`src/rtl/ex_muldiv_unit.sv`:
```
// ex_muldiv_unit: iterative RISC-V M-extension multiply/divide for the EX stage, one bit per cycle.
// The divider and ops 1xx exist only when EX_MULDIV_DIV_EN is defined; otherwise they finish with Result=0.
module ex_muldiv_unit #(
    parameter int NrOfBits = 32
) (
    input  logic                Clock,
    input  logic                Reset,
    input  logic                ClockEnable,
    input  logic                Start,
    input  logic [2:0]          Op,
    input  logic [NrOfBits-1:0] SrcA,
    input  logic [NrOfBits-1:0] SrcB,
    input  logic                Flush,
    output logic                Busy,
    output logic                Done,
    output logic                Stall,
    output logic [NrOfBits-1:0] Result
);
    localparam int CW = $clog2(NrOfBits);
    localparam logic [1:0] IDLE = 2'd0, CALC = 2'd1, FIX = 2'd2, DONE = 2'd3;

    logic [1:0]            state;
    logic [CW-1:0]         count;
    logic [2:0]            op_q;
    logic [NrOfBits-1:0]   a_q;
    logic [2*NrOfBits-1:0] acc;
    logic                  neg_q, neg_r;

    logic                  accept, is_div, div_ok, special, sign_a, sign_b, a_neg, b_neg;
    logic [NrOfBits-1:0]   mag_a, mag_b, rem, fix_res;
    logic [NrOfBits:0]     mul_sum;
    logic [2*NrOfBits-1:0] mul_next, div_next, acc_init, prod;

`ifdef EX_MULDIV_DIV_EN
    logic [NrOfBits:0] rem_sh, diff;
    // Restoring step: acc = {remainder, quotient/dividend}; borrow (diff msb) means keep the shifted remainder.
    assign rem_sh   = acc[2*NrOfBits-1:NrOfBits-1];
    assign diff     = rem_sh - {1'b0, a_q};
    assign div_next = {diff[NrOfBits] ? rem_sh[NrOfBits-1:0] : diff[NrOfBits-1:0], acc[NrOfBits-2:0], ~diff[NrOfBits]};
    assign div_ok   = 1'b1;
`else
    assign div_next = acc;
    assign div_ok   = 1'b0;
`endif

    assign accept  = state == IDLE && Start && !Flush;
    assign is_div  = Op[2];
    assign sign_a  = Op == 3'b001 || Op == 3'b010 || (is_div && !Op[0]);
    assign sign_b  = Op == 3'b001 || (is_div && !Op[0]);
    assign a_neg   = sign_a && SrcA[NrOfBits-1];
    assign b_neg   = sign_b && SrcB[NrOfBits-1];
    assign mag_a   = a_neg ? -SrcA : SrcA;
    assign mag_b   = b_neg ? -SrcB : SrcB;
    assign special = div_ok && is_div &&
                     (SrcB == '0 || (!Op[0] && SrcA == {1'b1, {(NrOfBits-1){1'b0}}} && SrcB == '1));
    // Special cases preload acc with the raw answer and skip CALC; FIX then passes it through un-negated.
    assign acc_init = special ? (SrcB == '0 ? {SrcA, {NrOfBits{1'b1}}} : {{NrOfBits{1'b0}}, SrcA})
                              : {{NrOfBits{1'b0}}, is_div ? mag_a : mag_b};

    assign mul_sum  = {1'b0, acc[2*NrOfBits-1:NrOfBits]} + (acc[0] ? {1'b0, a_q} : '0);
    assign mul_next = {mul_sum, acc[NrOfBits-1:1]};
    assign prod     = neg_q ? -acc : acc;
    assign rem      = neg_r ? -acc[2*NrOfBits-1:NrOfBits] : acc[2*NrOfBits-1:NrOfBits];
    assign fix_res  = op_q[2] ? (op_q[1] ? rem : prod[NrOfBits-1:0])
                              : (op_q[1:0] == 2'b00 ? prod[NrOfBits-1:0] : prod[2*NrOfBits-1:NrOfBits]);

    assign Busy  = state == CALC || state == FIX;
    assign Done  = state == DONE;
    assign Stall = accept || Busy;

    always_ff @(posedge Clock or posedge Reset) begin
        if (Reset) begin
            state  <= IDLE;
            count  <= '0;
            op_q   <= '0;
            a_q    <= '0;
            acc    <= '0;
            neg_q  <= 1'b0;
            neg_r  <= 1'b0;
            Result <= '0;
        end else if (ClockEnable) begin
            case (state)
                IDLE: if (accept) begin
                    op_q  <= Op;
                    a_q   <= is_div ? mag_b : mag_a;
                    acc   <= acc_init;
                    neg_q <= !special && (a_neg ^ b_neg);
                    neg_r <= !special && a_neg;
                    count <= CW'(NrOfBits - 1);
                    state <= (is_div && !div_ok) ? DONE : special ? FIX : CALC;
                    if (is_div && !div_ok) Result <= '0;
                end
                CALC: begin
                    acc   <= op_q[2] ? div_next : mul_next;
                    count <= count - CW'(1);
                    state <= Flush ? IDLE : count == '0 ? FIX : CALC;
                end
                FIX: begin
                    state <= Flush ? IDLE : DONE;
                    if (!Flush) Result <= fix_res;
                end
                default: state <= IDLE;
            endcase
        end
    end
endmodule

```
`config.mk`:
```
export PLATFORM = sky130hd
export DESIGN_NAME = ex_muldiv_unit
export DESIGN_NICKNAME = d
export VERILOG_FILES = /design/src/rtl/ex_muldiv_unit.sv
export SDC_FILE = /design/constraint.sdc
export NUM_CORES = 1
export LEC_CHECK = 0
export CAP_MARGIN = 20
export CORE_ASPECT_RATIO = 0.8
export CORE_MARGIN = 5
export CORE_UTILIZATION = 30
export DETAILED_ROUTE_END_ITERATION = 8
export GPL_ROUTABILITY_DRIVEN = 0
export SLEW_MARGIN = 20
export SYNTH_ARGS = -nofsm -noshare
export SYNTH_HDL_FRONTEND = slang
export SYNTH_SLANG_ARGS = --single-unit
```
`constraint.sdc`:
```
create_clock -name Clock -period 7.67 [get_ports Clock]
set_input_delay 2.301 -clock Clock [delete_from_list [all_inputs] [get_ports Clock]]
set_output_delay 2.301 -clock Clock [all_outputs]
set_load 0.005 [all_outputs]
```
==> impl_metrics.tcl <==
set metrics [dict create \
    status "finished clean" \
    yosysSeqAreaShare_pct 29.9 \
    vias 11300 \
    ir_drop_v 0.000229 \
    cts-resized-gates 0 \
    fin_crit_ns 5.97 \
    skew_ns 0.0180 \
    finish.instance_area_sq_um 13700 \
    critPathMaxFanout 6 \
    synth_edf_count 0 \
    ctsHoldBuffers 0 \
    cts.clk_slew.worst_paths_ns 0.06 \
    switching_share_pct 50.9 \
    p_int_mw 2.94 \
    fp.dieArea_sq_um 43100 \
    grt_max_degree 100 \
    cts_num_sinks 140 \
    crit_top_cell "clkdlybuf4s50_1" \
    area_growth_pct 17.3 \
    r2r_cells 10 \
    firstDrtPassIters 6 \
    crit_type "in2out" \
    worst_slew_pin_slew_ns 1.11 \
    final_max_slew_viol_count 0 \
    min_path_cells 2 \
    clkPwrFrac_pct 14.4 \
    cpPeakStageDelay_ns 0.49 \
    min_path_type "reg2reg" \
    diodes 0 \
    ys.flop_type "dfrtp_1" \
    cellPowerDensity_nw_per_um2 436 \
    grt_pass1_wl_um 60900 \
    antenna_found_initial 0 \
    cts_setup_buffers 0 \
    max_cap_viol_count 0 \
    grt.total_usage_pct 17.4 \
    yosysWarnings 0 \
    syn_nets 1575 \
    routed_wl_um 38500 \
    finalCritPeriodShare_pct 77.9 \
    htreeDepth 4 \
    netlist_instances 1461 \
    synthArstFlopShare_pct 100 \
    ys_types 73 \
    rrSetupSlack_ns 3.59 \
    worstHoldEndpoint "Result[27]" \
    finalHoldViolations 0 \
    cts.root.buffer_cell "clkbuf_16" \
    core.rowCount 64 \
    fmax_ghz 0.167 \
    nets 1618 \
    layout_commonest_cell "nand2_1" \
    setup_tns_ns 0 \
    rsz0062_at_grt "no" \
    io_buffers 106 \
    synth-seq-cells 140 \
    final_antenna_net_count 0 \
    dp_hpwl_um 29600 \
    nFillCells 3925 \
    power_frac_seq_pct 27.9 \
    drt_iter0_drc 893 \
    crit_chain "clkdlybuf4s50_1, nor2b_1, a21o_1, clkdlybuf4s50_1" \
    die_h_um 187 \
    grt_pass1_vias 10500 \
    core_sq_um 38400 \
    die_w_um 231 \
    critical_path.startpoint_type "input port" \
    leakagePower_nw 5.61 \
    clockBufferDepth 2 \
    setup_violations 0 \
    remaining_drc_errors 0 \
    slew_headroom_pct 26.3 \
    layout_common_cells "nand2_1 (203), o21ai_0 (143), dfrtp_1 (139), clkdlybuf4s50_1 (105), xor2_1 (90)" \
    insertion_delay_ns 0.43 \
    avgSynthCellArea_sq_um 8.01 \
    cts_buffers 17 \
    min_from "Result[27]" \
    cp_slowest_cell "clkdlybuf4s50_1" \
    r2r-start "acc[0]" \
    layout-drive-gt1-share_pct 5.61 \
    crit_required_ns 5.37 \
    via_per_inst 5.60 \
    overflow 0 \
    dpl_cell_area_sq_um 13100 \
    critPathCaptureType "output pin" \
    wl_per_cell_um 19.2 \
    worst_r2r_endpoint "acc[62]" \
    cts_tree "yes" \
    initial_core_util_pct 30.5 \
    arrival_ns 3.67 \
    power.net_switching_mw 3.04 \
    io_pins 107 \
    syn_area_sq_um 11700 \
    combPwrFrac_pct 57.7 \
]
## stage by stage
stage | setup slack, ns | util (%) | hold WS [ns] | power [mW] | std cells
2_1_floorplan | 1.62 | - | 0.431 | 3.86 | 1461
3_3_place_gp | 1.67 | 34.2 | 0.449 | 4.95 | 1980
3_5_place_dp | 1.69 | 34.2 | 0.455 | 5.04 | 1980
4_1_cts | 1.69 | 35.8 | 0.474 | 5.91 | 2011
5_1_grt | 1.63 | 35.8 | 0.492 | 6.41 | 2011
6_report | 1.70 | 35.8 | 0.465 | 5.98 | 2011
## synth_stat cells (10+ instances only)
cell type / instances / area, sq um
nand2_1: 204 / 766
o21ai_0: 143 / 716
dfrtp_1: 140 / 3500
xor2_1: 90 / 788
nor2_1: 80 / 300
a21oi_1: 79 / 395
clkbuf_1: 79 / 297
xnor2_1: 71 / 622
ha_1: 41 / 513
and2_1: 37 / 231
inv_1: 37 / 139
a22oi_1: 32 / 240
or3_1: 32 / 200
o31ai_1: 26 / 195
nand3_1: 25 / 125
o21ai_1: 23 / 115
a221oi_1: 22 / 193
a21o_1: 21 / 158
nor3_1: 17 / 85.1
a22o_1: 16 / 140
a31oi_1: 15 / 93.8
nor4_1: 15 / 93.8
or4_1: 14 / 105
o221ai_1: 13 / 114
o211ai_1: 12 / 90.1
mux2i_1: 11 / 110
nand2b_1: 11 / 68.8
buf_1: 10 / 37.5
or2_2: 10 / 62.6
## sequential cells by signal, summed over array words and instances, names as in the netlist
name	cells
Result	32
count	5
a_q	32
acc	64
op_q	3
neg_r	1
state	2
neg_q	1
## layout make-up
type	instances	area (sq um)	share of cell area, %
Tap cell	495	619	4.51
Clock inverter	13	155	1.13
Clock buffer	18	439	3.20
Timing Repair Buffer	120	1160	8.46
Inverter	37	144	1.05
Multi-Input combinational cell	1188	7700	56.1
Sequential cell	140	3500	25.5
## kinds of logic after synthesis
group                    share of synthesized area, %
adder cells (fa/ha/maj)                          4.56
multiplexers                                     1.52
buffers and inverters                            4.40
AND/OR/NAND/NOR                                  21.3
flip-flops                                       29.9
XOR/XNOR                                         12.2
AO/OA/AOI/OAI                                    26.1
## routing by layer
| layer | share of wire (%) | vias to the layer above | GRT usage (%) | wire, um |
|---|---|---|---|---|
| met5 | 0 | - | 0 | 0 |
| met4 | 1.1 | 0 | 3.04 | 419 |
| met3 | 8.3 | 35 | 3.13 | 3190 |
| met2 | 38 | 489 | 23.1 | 14500 |
| met1 | 53 | 5318 | 29.0 | 20400 |
| li1 | - | 5420 | - | - |
## worst max path at each step
stage,endpoint,start,slack (ns),depth (start not counted)
after floorplan,Result[0],Reset,1.62,1
after global placement,Stall,Flush,1.67,4
after detailed placement,Stall,Flush,1.69,4
after CTS,Stall,Flush,1.69,4
after global routing,Stall,Flush,1.63,4
final,Stall,Flush,1.70,4
## power by group through the flow
stage	clock, mW	sequential [mW]	combinational [mW]
4_1_cts	0.868	1.65	3.39
2_1_floorplan	0	1.35	2.51
6_report	0.860	1.67	3.45
3_3_place_gp	0	1.64	3.31
3_5_place_dp	0	1.66	3.38
5_1_grt	0.903	1.72	3.79
## critical path, delay by kind of cell
kind,cells,cell delay [ns]
buf+inv,2,0.97
simple gates,1,0.25
compound gates,1,0.15
No activity file was read; power rests on OpenSTA's default activity.
